==> src/rtl/alu_sched_pkg.sv <==
// alu_sched_pkg: shared opcode encoding, datapath width and the ALU function
// used by the round-robin shared-ALU scheduler.
package alu_sched_pkg;

  localparam int DW = 8;

  typedef enum logic [2:0] {
    OP_PASS_A = 3'b000,
    OP_PASS_B = 3'b001,
    OP_XOR    = 3'b010,
    OP_XNOR   = 3'b011,
    OP_ADD    = 3'b100,
    OP_SUB    = 3'b101,
    OP_SHL    = 3'b110,
    OP_SHR    = 3'b111
  } alu_op_e;

  // Returns {carry, result}. Carry is the adder carry-out, the subtract
  // borrow, or the bit shifted out; zero for the logic/pass opcodes.
  function automatic logic [DW:0] alu_eval(input alu_op_e op,
                                           input logic [DW-1:0] a,
                                           input logic [DW-1:0] b);
    logic [DW:0] sum;
    logic [DW:0] diff;
    logic [DW:0] res;
    sum  = {1'b0, a} + {1'b0, b};
    diff = {1'b0, a} - {1'b0, b};   // bit DW set exactly when a < b
    case (op)
      OP_PASS_A: res = {1'b0, a};
      OP_PASS_B: res = {1'b0, b};
      OP_XOR:    res = {1'b0, a ^ b};
      OP_XNOR:   res = {1'b0, ~(a ^ b)};
      OP_ADD:    res = sum;
      OP_SUB:    res = diff;
      OP_SHL:    res = {a[DW-1], a[DW-2:0], 1'b0};
      OP_SHR:    res = {a[0], 1'b0, a[DW-1:1]};
      default:   res = '0;
    endcase
    return res;
  endfunction

endpackage

==> src/rtl/rr_arbiter.sv <==
// rr_arbiter: combinational round-robin pick. Grants the first asserted
// request found searching upward from ptr, wrapping modulo NREQ.
module rr_arbiter #(
  parameter  int NREQ = 4,
  localparam int IDW  = $clog2(NREQ)
) (
  input  logic [NREQ-1:0] req,
  input  logic [IDW-1:0]  ptr,
  output logic [NREQ-1:0] grant,
  output logic [IDW-1:0]  grant_idx
);

  // Candidate index for each search offset, already wrapped.
  logic [IDW-1:0] cand [NREQ];
  logic           found;

  for (genvar gi = 0; gi < NREQ; gi++) begin : g_cand
    assign cand[gi] = IDW'((int'(ptr) + gi) % NREQ);
  end

  // Priority search in offset order; the first hit wins.
  always_comb begin
    grant     = '0;
    grant_idx = '0;
    found     = 1'b0;
    for (int k = 0; k < NREQ; k++) begin
      if (!found && req[cand[k]]) begin
        found            = 1'b1;
        grant[cand[k]]   = 1'b1;
        grant_idx        = cand[k];
      end
    end
  end

endmodule

==> src/rtl/alu_rr_sched.sv <==
// alu_rr_sched: NREQ requesters share one 8-bit ALU through a round-robin
// arbiter and a two-stage (operand, result) pipeline with full backpressure.
// Optional per-requester grant counters: define ALU_RR_SCHED_STATS_EN.
module alu_rr_sched
  import alu_sched_pkg::*;
#(
  parameter  int NREQ = 4,
  localparam int IDW  = $clog2(NREQ)
) (
  input  logic                clk,
  input  logic                rst_n,
  input  logic [NREQ-1:0]     req_valid,
  output logic [NREQ-1:0]     req_ready,
  input  logic [3*NREQ-1:0]   req_opcode,
  input  logic [8*NREQ-1:0]   req_a,
  input  logic [8*NREQ-1:0]   req_b,
  output logic                rsp_valid,
  input  logic                rsp_ready,
  output logic [IDW-1:0]      rsp_id,
  output logic [7:0]          rsp_data,
  output logic                rsp_zero,
  output logic                rsp_carry
`ifdef ALU_RR_SCHED_STATS_EN
  ,
  input  logic                clr_stats,
  output logic [16*NREQ-1:0]  grant_cnt
`endif
);

  logic [NREQ-1:0] grant;
  logic [IDW-1:0]  grant_idx;
  logic            s2_en;
  logic            s1_free;
  logic            accept;
  logic [IDW-1:0]  rr_ptr_reg;
  logic [IDW-1:0]  rr_ptr_next;

  logic            s1_valid_reg;
  logic [IDW-1:0]  s1_id_reg;
  alu_op_e         s1_op_reg;
  logic [DW-1:0]   s1_a_reg;
  logic [DW-1:0]   s1_b_reg;

  logic            rsp_valid_reg;
  logic [IDW-1:0]  rsp_id_reg;
  logic [DW-1:0]   rsp_data_reg;
  logic            rsp_zero_reg;
  logic            rsp_carry_reg;
  logic [DW:0]     alu_res;

  logic [2:0]      op_arr [NREQ];
  logic [DW-1:0]   a_arr  [NREQ];
  logic [DW-1:0]   b_arr  [NREQ];

  for (genvar gi = 0; gi < NREQ; gi++) begin : g_unpack
    assign op_arr[gi] = req_opcode[3*gi +: 3];
    assign a_arr[gi]  = req_a[DW*gi +: DW];
    assign b_arr[gi]  = req_b[DW*gi +: DW];
  end

  rr_arbiter #(.NREQ(NREQ)) u_arb (
    .req       (req_valid),
    .ptr       (rr_ptr_reg),
    .grant     (grant),
    .grant_idx (grant_idx)
  );

  // S2 advances when the response slot is empty or being consumed; S1 can
  // take a new op when it is empty or draining into S2 this cycle.
  assign s2_en       = !rsp_valid_reg || rsp_ready;
  assign s1_free     = !s1_valid_reg || s2_en;
  // Gated by rst_n so nothing looks accepted while reset is held.
  assign req_ready   = rst_n ? (grant & {NREQ{s1_free}}) : '0;
  assign accept      = |(req_valid & req_ready);
  assign rr_ptr_next = (grant_idx == IDW'(NREQ - 1)) ? '0 : grant_idx + 1'b1;
  assign alu_res     = alu_eval(s1_op_reg, s1_a_reg, s1_b_reg);

  // Operand stage and round-robin pointer: capture the granted op on accept.
  always_ff @(posedge clk or negedge rst_n) begin
    if (!rst_n) begin
      s1_valid_reg <= 1'b0;
      s1_id_reg    <= '0;
      s1_op_reg    <= OP_PASS_A;
      s1_a_reg     <= '0;
      s1_b_reg     <= '0;
      rr_ptr_reg   <= '0;
    end else if (accept) begin
      s1_valid_reg <= 1'b1;
      s1_id_reg    <= grant_idx;
      s1_op_reg    <= alu_op_e'(op_arr[grant_idx]);
      s1_a_reg     <= a_arr[grant_idx];
      s1_b_reg     <= b_arr[grant_idx];
      rr_ptr_reg   <= rr_ptr_next;
    end else if (s2_en) begin
      s1_valid_reg <= 1'b0;
    end
  end

  // Result stage: load ALU output from S1, or retire the held response.
  always_ff @(posedge clk or negedge rst_n) begin
    if (!rst_n) begin
      rsp_valid_reg <= 1'b0;
      rsp_id_reg    <= '0;
      rsp_data_reg  <= '0;
      rsp_zero_reg  <= 1'b0;
      rsp_carry_reg <= 1'b0;
    end else if (s1_valid_reg && s2_en) begin
      rsp_valid_reg <= 1'b1;
      rsp_id_reg    <= s1_id_reg;
      rsp_data_reg  <= alu_res[DW-1:0];
      rsp_zero_reg  <= (alu_res[DW-1:0] == '0);
      rsp_carry_reg <= alu_res[DW];
    end else if (rsp_ready) begin
      rsp_valid_reg <= 1'b0;
    end
  end

  assign rsp_valid = rsp_valid_reg;
  assign rsp_id    = rsp_id_reg;
  assign rsp_data  = rsp_data_reg;
  assign rsp_zero  = rsp_zero_reg;
  assign rsp_carry = rsp_carry_reg;

`ifdef ALU_RR_SCHED_STATS_EN
  logic [15:0] cnt_reg [NREQ];

  for (genvar gi = 0; gi < NREQ; gi++) begin : g_stats
    // Saturating accept counter; clear wins over increment.
    always_ff @(posedge clk or negedge rst_n) begin
      if (!rst_n) begin
        cnt_reg[gi] <= '0;
      end else if (clr_stats) begin
        cnt_reg[gi] <= '0;
      end else if (req_valid[gi] && req_ready[gi] && (cnt_reg[gi] != 16'hFFFF)) begin
        cnt_reg[gi] <= cnt_reg[gi] + 16'd1;
      end
    end
    assign grant_cnt[16*gi +: 16] = cnt_reg[gi];
  end
`else
  // Statistics counters are not built in this configuration.
`endif

endmodule

==> config.mk <==
export PLATFORM = sky130hd
export DESIGN_NAME = alu_rr_sched
export DESIGN_NICKNAME = d
export VERILOG_FILES = /design/src/rtl/alu_sched_pkg.sv /design/src/rtl/rr_arbiter.sv /design/src/rtl/alu_rr_sched.sv
export SDC_FILE = /design/constraint.sdc
export NUM_CORES = 1
export LEC_CHECK = 0
export BUFFER_PORTS_ARGS = -buffer_cell sky130_fd_sc_hd__buf_2
export CAP_MARGIN = 15
export CORE_MARGIN = 5
export CORE_UTILIZATION = 58
export CTS_CLUSTER_SIZE = 14
export DETAILED_ROUTE_END_ITERATION = 10
export PLACE_DENSITY_LB_ADDON = 0.15
export SLEW_MARGIN = 25
export SYNTH_ARGS = -nofsm -noshare
export SYNTH_HDL_FRONTEND = slang
export SYNTH_SLANG_ARGS = --single-unit
==> constraint.sdc <==
create_clock -name clk -period 8.7 [get_ports clk]
set_clock_uncertainty 0.1 [all_clocks]
set_input_delay 1.74 -clock clk [delete_from_list [all_inputs] [get_ports clk]]
set_output_delay 1.74 -clock clk [all_outputs]
set_load 0.01 [all_outputs]
# Word-level counts from Yosys, hierarchy flattened
# Cells that the tools add are included.
# W data, S select, Z words.
# word_totals
inputBits	83
ff_bits	37
word_cells	105
output_inout_bits	17
# classes
n_addsub	6
reduce_logical	20
n_lt_le_gt_ge	9
bitwise	8
eq_ne	8
n_mux	43
# op_table
operator	count
$pmux W9 S8	1
$bmux W8 S2	2
$mux W8	4
$mux W4	5
$mux W1	15
$eq A3 B3 Y1 const B	4
$lt A2 B3 Y1 const B	4
$or A4 B4 Y4	3
$mux W2	5
$add A8 B8 Y9	1
$sub A8 B8 Y9	1
$and A4 B4 Y4	2
$bmux W1 S2	4
$demux W1 S2	4
$ge A2 B1 Y1 const B	4
$logic_and A1 B1 Y1	8
$logic_not A8 Y1	1
$not A8 Y8	1
$xor A8 B8 Y8	1
$bmux W3 S2	1
$eq A3 B2 Y1 const B	2
$mux W3	2
$logic_not A1 Y1	5
$add A2 B1 Y2 const B	2
other kinds (9)	12

# Depth between registers and ports, before layout
# Gate-level depths: netlist of run 1.
# depth
ltp_word	17
depth_mapped	14

# Modules after synthesis
# A second synthesis of run 1 with hierarchy kept.
# unflattened
cells_unflattened	329
area_unflattened_um2	3518.4
# modules_own_cells
module	cells_per_inst	seq_area_each_um2	n_inst	area_each_um2
alu_rr_sched	283	925.9	1	3099.2
rr_arbiter	46	0.0	1	419.2

# Worst setup path before layout of run 1
# Ideal clock, no wire load.
# synth_timing
path_type	input to output
start	input req_valid[1]
end	output req_ready[3]
arrival_time_ps	3096
slack_ps	3764
stages	5
cell_sequence	clkbuf_2 -> mux4_2 -> buf_6 -> and2_1 -> o311a_1
# synth_via
elab_chain_cells	14
elab_cells_between_ends	26
# synth_lines
item	line	source
from (decl)	alu_rr_sched.sv:12	input logic [NREQ-1:0] req_valid,
$bmux W1 S2	rr_arbiter.sv:27	if (!found && req[cand[k]]) begin
$mux W1 (not written as such)	rr_arbiter.sv:27	
$mux W1	rr_arbiter.sv:27	
$logic_not A1 Y1	rr_arbiter.sv:27	
$logic_and A1 B1 Y1	rr_arbiter.sv:27	
$mux W1	rr_arbiter.sv:27	
$logic_not A1 Y1	rr_arbiter.sv:27	
$logic_and A1 B1 Y1	rr_arbiter.sv:27	
$mux W1	rr_arbiter.sv:27	
$logic_not A1 Y1	rr_arbiter.sv:27	
$logic_and A1 B1 Y1	rr_arbiter.sv:27	
$mux W4 (*)	rr_arbiter.sv:27	
$and A4 B4 Y4 (*)	alu_rr_sched.sv:73	assign req_ready = rst_n ? (grant & {NREQ{s1_free}}) : '0;
$mux W4 (*)	alu_rr_sched.sv:73	
to (decl)	alu_rr_sched.sv:13	output logic [NREQ-1:0] req_ready,
# Every way passes the cells marked *; elsewhere a longest branch is shown, timed or not. The select of a mux whose other input is x is not followed.

# Final worst setup path of run 1
# layout_timing
start	input req_valid[2]
end	output req_ready[3]
# The elaborated chain is that of the path after synthesis.

==> metrics.yaml, run 1 <==
worst_setup_path:
  worstReg2RegEnd: "s1_b_reg[2]"
  worstPathMaxFanout: 14
  arrival_ns: 3.34
  r2r_cells: 8
  path_class: "in -> out"
  start_kind: "primary input"
  ff2ff_setup_slack_ns: 4.49
  required_ns: 6.86
  crit_path_end_kind: "output port"
detailed_routing:
  wl_per_cell_um: 16.1
  drt_iter0_drc: 132
  dr_total_vias: 3385
  viasPerCell: 5.99
  ant_nets: 0
  drt-total-wl_mm: 9.10
  drc: 0
  dr.pass1.iters: 4
finish:
  multi_input_area_mm2: 0.00264
  regArea_um2: 926
  final_area_mm2: 0.00438
  nets: 588
  n_antenna_cell: 0
  final_cells: 565
  nFillCells: 521
  drive_above_1_share_pct: 30.9
  final_common_cell: "buf_2"
  most-common-layout-cells: "buf_2, mux2i_1, dfrtp_1"
  syn2layout_area_growth_pct: 16.1
power:
  p_leak_uw: 0.00210
  power_density_mw_per_mm2: 479
  power_frac_seq_pct: 19.0
  clock_power_share_pct: 8.5
  combPwrFrac_pct: 72.5
  irDropWorstVdd_uv: 253
  switching_share_pct: 47.2
  p_int_uw: 1110
  p_sw_uw: 992
timing:
  hold_ws_ns: 0.379
  post-route-min-period_ns: 5.18
  rsz0062_at_grt: "false"
  worstMarginPinSlew_ns: 1.03
  period_share_pct: 59.5
  fmax_mhz: 193
  setup_violations: 0
  slew_violations: 0
  hold_viol: 0
  maxSlewHeadroom_pct: 31.3
  fin_tns_setup_ns: 0
clock_network:
  numClockSinks: 37
  clk_pin_slew_ns: 0.07
  postCtsSetupBuffers: 0
  htree_levels: 2
  clk_latency_ns: 0.30
  cts_tree: "built"
  cts_buffers: 5
  clk_root_buffer_cell: "clkbuf_8"
  post_cts_resized: 0
  clk_path_buf_depth: 2
  ctsHoldBuffers: 0
logic_synthesis:
  syn-instance-count: 405
  ys_seq_area_share_pct: 24.5
  synth-seq-cells: 37
  yosysWarningCount: 0
  synth.distinct_cells: 66
  async_reset_ff_share_pct: 100
  post_synth.cell_area_avg_um2: 9.32
  synth-main-ff-cell: "dfrtp_1"
  synth_edf_count: 0
  syn_nets: 506
  netlist_area_mm2: 0.00377
place:
  dpl_cell_area_mm2: 0.00425
  numPortBuffers: 99
  gp_congestion: 0.862
  place_hpwl_mm: 7.02
  place_inst: 557
hold_path:
  min_to: "rsp_zero"
  holdPathStages: 2
  hp-class: "reg -> reg"
  hp-start: "rsp_zero"
floorplanning:
  start_util_pct: 59.4
  die_h_um: 90.7
  core_area_mm2: 0.00635
  die_area_mm2: 0.00822
  die_w_um: 90.7
  placementRows: 29
  boundaryPins: 100
outcome:
  status: "finished clean"
run:
  max_cap_violations: 0
grt:
  gr-usage-all-layers_pct: 22.2
  grt_max_degree: 40
  grt_pass1_vias: 3381
  antenna_found_initial: 0
  grt.overflow.total: 0
  grt_pass1_wl_mm: 15.4
-- worst max path at each step --
stage | startpoint | to | slack (ns) | depth (start not counted)
global placement | req_valid[2] | req_ready[3] | 3.56 | 6
CTS | req_valid[2] | req_ready[3] | 3.54 | 6
global route | flip-flop | req_ready[1] | 3.25 | 8
finish | req_valid[2] | req_ready[3] | 3.52 | 6
floorplan | req_valid[1] | req_ready[3] | 3.76 | 5
detailed placement | req_valid[2] | req_ready[3] | 3.55 | 6
-- Yosys cell counts, types with 4 or more instances --
cell type | count | share of area (%)
o21ai_0 | 21 | 2.8
nand3b_1 | 4 | 0.80
mux2_4 | 10 | 4.0
xnor2_1 | 8 | 1.9
a21oi_1 | 23 | 3.0
buf_6 | 4 | 1.2
nand2b_1 | 10 | 1.7
o31ai_1 | 4 | 0.80
clkbuf_1 | 11 | 1.1
a22oi_1 | 5 | 0.99
mux2_2 | 18 | 5.4
ha_1 | 17 | 5.6
dfrtp_1 | 37 | 25
inv_1 | 15 | 1.5
nand2_1 | 33 | 3.3
buf_2 | 9 | 1.2
nand3_1 | 6 | 0.80
nor3b_1 | 5 | 0.99
nor2_1 | 17 | 1.7
nor2b_1 | 5 | 0.83
nor3_1 | 6 | 0.80
xor2_1 | 7 | 1.6
mux2i_1 | 66 | 18
-- metrics by stage --
step / total power, µW / setup WS, ns / utilization, %
global placement: 1860 / 3.56 / 66.9
CTS: 2100 / 3.54 / 69.0
detailed placement: 1910 / 3.55 / 66.9
global route: 2290 / 3.25 / 69.0
finish: 2100 / 3.52 / 69.0
floorplan: 1610 / 3.76 / -
-- worst max-delay path, cell delays in order --
cell      delay [ns]
buf_2           0.17
mux4_2          0.60
nand3b_1        0.20
a21oi_1         0.27
o311a_1         0.22
buf_2           0.13
-- area by class of cell --
cell class | count | share of cell area [%]
tap | 77 | 2.20
clock inverter | 3 | 1.57
clock buffer | 5 | 1.57
multi-input combinational | 325 | 60.3
sequential | 37 | 21.1
inverter | 15 | 1.28
timing repair buffer | 103 | 12.0
-- power groups by stage --
stage	sequential (µW)	clock (µW)	combinational, µW
6_report	398	179	1520
5_1_grt	415	189	1680
4_1_cts	396	179	1520
3_5_place_dp	399	0	1510
3_3_place_gp	394	0	1470
2_1_floorplan	351	0	1260
-- layer usage --
| metal | routed length, µm | track usage [%] | part of all wire, % |
|---|---|---|---|
| met2 | 4500 | 38.3 | 49 |
| met5 | 0 | 0 | 0 |
| met3 | 529 | 3.83 | 5.8 |
| met4 | 129 | 6.20 | 1.4 |
| met1 | 3930 | 28.4 | 43 |
-- cell families (layout without fill, tap and decap cells) --
| group | Yosys count | in the layout | share of synthesized area, % |
|---|---|---|---|
| AOI/OAI and AO/OA | 98 | 98 | 18.2 |
| muxes | 97 | 97 | 28.6 |
| and+or+nand+nor | 96 | 96 | 12.7 |
| buffers and inverters | 43 | 126 | 5.83 |
| DFF | 37 | 37 | 24.5 |
| adders and majority gates | 18 | 18 | 6.16 |
| xor gates and xnor gates | 16 | 16 | 3.91 |
(Power assumes the default switching activity.)
==> inputs of run 2 (changes only) <==
- ABC_AREA: not set -> 1
- CORE_UTILIZATION: 58 -> 54
- clock period: 8.7 -> 5.35 ns (I/O delays scaled with it)
==> run 2 against run 1 <==
Compared with the run above: hold slack is essentially flat; sequential share of layout area is 0.30 points higher; die area rose by 7.5%; highest routed layer unchanged; synthesized cell count up 48%; setup slack worse by 1.9 ns; routed wire length rose by 11%; flip-flop and latch count did not move; non-clock buffer count is 4 lower; final area shrank 1.4%; global-route usage up 2.0 points.
==> metrics.yaml, run 2 <==
outcome:
  status: "finished clean"
finish:
  nets: 787
  most-common-layout-cells: "nand2_1, buf_2, inv_1"
  final_common_cell: "nand2_1"
  syn2layout_area_growth_pct: 13.4
  regArea_um2: 926
  final_cells: 783
  multi_input_area_mm2: 0.00245
  utilization_pct: 63.3
  nFillCells: 679
  n_antenna_cell: 0
  drive_above_1_share_pct: 23.4
floorplanning:
  start_util_pct: 55.8
  placementRows: 30
  die_w_um: 94.0
  boundaryPins: 100
  die_area_mm2: 0.00884
  die_h_um: 94.0
  core_area_mm2: 0.00683
detailed_routing:
  drt_iter0_drc: 176
  ant_nets: 0
  drt-total-wl_mm: 10.1
  wl_per_cell_um: 12.9
  dr.pass1.iters: 4
  drc: 0
  viasPerCell: 5.07
  dr_total_vias: 3971
logic_synthesis:
  synth-seq-cells: 37
  synthSimpleGateAreaFrac_pct: 42.2
  synth_top_family_by_area: "simple AND/OR/NAND/NOR gates"
  synth_edf_count: 0
  syn_nets: 701
  yosysMostFrequentCell: "nand2_1"
  async_reset_ff_share_pct: 100
  yosysTopAreaCell: "nand2_1"
  synthMuxAreaShare_pct: 0
  synth-main-ff-cell: "dfrtp_1"
  synth_top_area_share_pct: 26.7
  netlist_area_mm2: 0.00381
  yosysWarningCount: 0
  netlist_top_cells_count: "nand2_1, inv_1, nand3_1, dfrtp_1, o21ai_0"
  synth_compound_area_share_pct: 13.3
  synth.distinct_cells: 38
  syn-instance-count: 600
  synth-xor-area-share_pct: 2.76
  synthAdderAreaFrac_pct: 6.11
  post_synth.cell_area_avg_um2: 6.35
  ys_seq_area_share_pct: 24.3
  synth_area_leaders: "nand2_1, dfrtp_1, nand3_1, inv_1, ha_1"
timing:
  setup_violations: 0
  period_share_pct: 69.7
  worstMarginPinSlew_ns: 0.834
  rsz0062_at_grt: "false"
  hold_viol: 0
  fin_tns_setup_ns: 0
  maxSlewHeadroom_pct: 44.4
  post-route-min-period_ns: 3.73
  hold_ws_ns: 0.379
  fmax_mhz: 268
  slew_violations: 0
worst_setup_path:
  start_kind: "flip-flop"
  crit_path_end_kind: "output port"
  path_class: "reg -> out"
  worstPathMaxFanout: 11
  required_ns: 4.18
  r2r_cells: 16
  arrival_ns: 2.56
clock_network:
  clk_latency_ns: 0.28
  clk_path_buf_depth: 2
  cts_buffers: 5
  cts_tree: "built"
  htree_levels: 2
  clk_root_buffer_cell: "clkbuf_8"
  clk_pin_slew_ns: 0.07
  postCtsSetupBuffers: 0
  post_cts_resized: 0
  numClockSinks: 37
  ctsHoldBuffers: 0
place:
  gp_congestion: 0.969
  place_hpwl_mm: 8.14
  place_inst: 775
  numPortBuffers: 99
grt:
  grt.overflow.total: 0
  grt_max_degree: 41
  gr-usage-all-layers_pct: 24.2
  antenna_found_initial: 0
  grt_pass1_vias: 3817
  grt_pass1_wl_mm: 17.5
hold_path:
  holdPathStages: 2
  hp-start: "s1_id_reg[0]"
  hp-class: "reg -> reg"
run:
  max_cap_violations: 0
## run 2: worst paths after layout
kind                                     end  slack (ns)
worst max register to register   s1_b_reg[5]        1.81
worst min register to register     rsp_id[0]        0.38
max in group asynchronous        s1_b_reg[0]        3.84
worst max-delay path            req_ready[0]        1.62
min in group asynchronous       s1_valid_reg        0.78
worst min-delay path               rsp_id[0]        0.38
## run 2: critical path, cell delays in order, from the launching register on
cell	delay, ns
dfrtp_1	0.60
inv_2	0.20
ha_1	0.41
inv_1	0.12
nand3_1	0.09
nand2_1	0.08
nor2_2	0.25
a21boi_0	0.13
nand3_1	0.15
nand2_1	0.07
inv_1	0.05
buf_2	0.12
## run 2: metal layers
metal / part of all wire [%] / wire length [µm] / up-vias / global-route usage (%)
li1: - / - / 2075 / -
met1: 47 / 4790 / 1757 / 35.2
met2: 45 / 4580 / 129 / 37.6
met3: 6.2 / 627 / 10 / 2.96
met4: 1.4 / 138 / 0 / 7.10
met5: 0 / 0 / - / 0
## run 2: logic make-up (layout without fill, tap and decap cells)
group | count (synthesis) | in the layout
buffers and inverters | 81 | 168
xor gates and xnor gates | 12 | 12
AOI/OAI and AO/OA | 76 | 76
DFF | 37 | 37
and+or+nand+nor | 376 | 376
adders and majority gates | 18 | 18
## run 2: per-stage QoR
| stage | setup WS (ns) | area [µm²] |
|---|---|---|
| final | 1.62 | 4320 |
| after global routing | 1.38 | 4320 |
| after CTS | 1.63 | 4320 |
| after detailed placement | 1.73 | 4220 |
| after global placement | 1.80 | 4220 |
| after floorplan | 2.26 | 3810 |
## run 2: cell type report
type                            instances  share of cell area [%]
Multi-Input combinational cell        482                    56.7
Sequential cell                        37                    21.4
Timing Repair Buffer                   99                    11.5
Inverter                               61                    5.30
Tap cell                               96                    2.78
Clock buffer                            7                    2.23
Clock inverter                          1                   0.116
Power of run 2 is not shown: default switching activity piles up to over one toggle a cycle in this logic, so the estimate is an artifact.
==> inputs of run 3 (changes only) <==
- ABC_AREA: 1 -> 0
- CORE_UTILIZATION: 54 -> 49
- clock period: 5.35 -> 3.3 ns (I/O delays scaled with it)
==> run 3 against run 2 <==
Compared with the run above: sequential share of layout area down 0.90 points; count of clock-buffer cells in the layout down 2; setup slack worse by 1.4 ns; flip-flop and latch count unchanged; critical path depth shrank 4; die area increased by 8.2%; critical endpoint is now req_ready[3]; largest cell class unchanged.
==> metrics.yaml, run 3 (synthesis results as in run 1) <==
clock_network:
  ctsHoldBuffers: 0
  clk_root_buffer_cell: "clkbuf_8"
  cts_tree: "built"
  clk_pin_slew_ns: 0.08
  numClockSinks: 37
  clk_latency_ns: 0.29
  htree_levels: 2
  clk_path_buf_depth: 2
  cts_buffers: 5
finish:
  n_antenna_cell: 0
  most-common-layout-cells: "buf_2, mux2i_1, dfrtp_1"
  nets: 598
  nFillCells: 690
  regArea_um2: 926
  multi_input_area_mm2: 0.00266
  final_cells: 600
  syn2layout_area_growth_pct: 19.5
  final_common_cell: "buf_2"
  drive_above_1_share_pct: 33.3
hold_path:
  hp-class: "in -> async"
floorplanning:
  boundaryPins: 100
  core_area_mm2: 0.00761
  start_util_pct: 49.6
  die_h_um: 97.8
  die_area_mm2: 0.00956
  die_w_um: 97.8
  placementRows: 32
place:
  gp_congestion: 0.889
  place_inst: 591
  numPortBuffers: 99
  place_hpwl_mm: 6.84
worst_setup_path:
  start_kind: "flip-flop"
  cp_num_buf_inv: 2
  required_ns: 2.54
  cp_cell_sequence: "inv_1 -> ha_2 -> nor3b_2 -> a31oi_1 -> a211oi_2 -> o311a_1 -> buf_2"
  slowest_stage: "dfrtp_1"
  arrival_ns: 2.34
  max_stage_delay_ns: 0.38
  worstPathMaxFanout: 9
  path_delay_family: "compound AO/OA/AOI/OAI gates"
  path_class: "reg -> out"
  crit_path_end_kind: "output port"
detailed_routing:
  dr.pass1.iters: 4
  drt_iter0_drc: 185
  drt-total-wl_mm: 8.83
  ant_nets: 0
  dr_total_vias: 3349
  drc: 0
  wl_per_cell_um: 14.7
  viasPerCell: 5.58
power:
  total_power_uw: 5530
  power_density_mw_per_mm2: 1230
  irDropWorstVdd_uv: 507
  p_leak_uw: 0.00215
timing:
  fin_tns_setup_ns: 0
  period_share_pct: 93.8
  rsz0062_at_grt: "false"
  setup_violations: 0
  maxSlewHeadroom_pct: 61.2
  fmax_mhz: 323
  worstMarginPinSlew_ns: 0.567
  slew_violations: 0
  hold_viol: 0
  post-route-min-period_ns: 3.10
outcome:
  status: "finished clean"
grt:
  grt_max_degree: 41
  grt.overflow.total: 0
  grt_pass1_wl_mm: 14.7
  grt_pass1_vias: 3211
  gr-usage-all-layers_pct: 18.1
  antenna_found_initial: 0
run:
  max_cap_violations: 0
## run 3: worst paths after layout
kind	start	end	slack [ns]	depth (start not counted)
worst max-delay path	flip-flop	req_ready[3]	0.20	7
worst min-delay path	rst_n	rsp_data[5]	0.35	2
worst max register to register	s1_b_reg[0]	rsp_zero	0.29	11
worst min register to register	rsp_data[4]	rsp_data[4]	0.38	2
max in group asynchronous	rst_n	s1_b_reg[7]	2.42	2
min in group clk	rsp_data[4]	rsp_data[4]	0.38	2
## run 3: repair_timing
action | in CTS | in global routing
endpoints found under the setup margin | 1 | 4
cloned | 0 | 0
resized for setup | 2 | 3
buffers inserted | 0 | 1
## run 3: metal layers
| layer | vias up | track usage (%) | wire [µm] |
|---|---|---|---|
| met2 | 108 | 31.3 | 4270 |
| met3 | 9 | 3.21 | 496 |
| met1 | 1552 | 23.8 | 3970 |
| li1 | 1680 | - | - |
| met5 | - | 0 | 0 |
| met4 | 0 | 3.62 | 98 |
## run 3: area by class of cell
type                       count  share of cell area (%)
multi-input combinational    325                    59.0
sequential                    37                    20.5
timing repair buffer         113                    13.9
tap                          102                    2.83
clock buffer                   5                    1.53
inverter                      15                    1.25
clock inverter                 3                    1.03
## run 3: metrics by stage
stage | utilization, % | worst slack, ns | hold slack [ns] | instance area (µm²)
finish | 59.3 | 0.204 | 0.351 | 4510
global route | 59.3 | 0.00586 | 0.399 | 4510
CTS | 59.1 | 0.0608 | 0.384 | 4490
detailed placement | 57.4 | 0.238 | 0.365 | 4370
global placement | 57.4 | 0.269 | 0.363 | 4370
floorplan | - | 0.0313 | 0.264 | 3780
## run 3: where the power goes
part / internal (µW) / switching (µW) / leakage, µW
Combinational: 2040 / 2140 / 0.00165
Clock: 226 / 175 / 0.0000543
Sequential: 691 / 261 / 0.000443
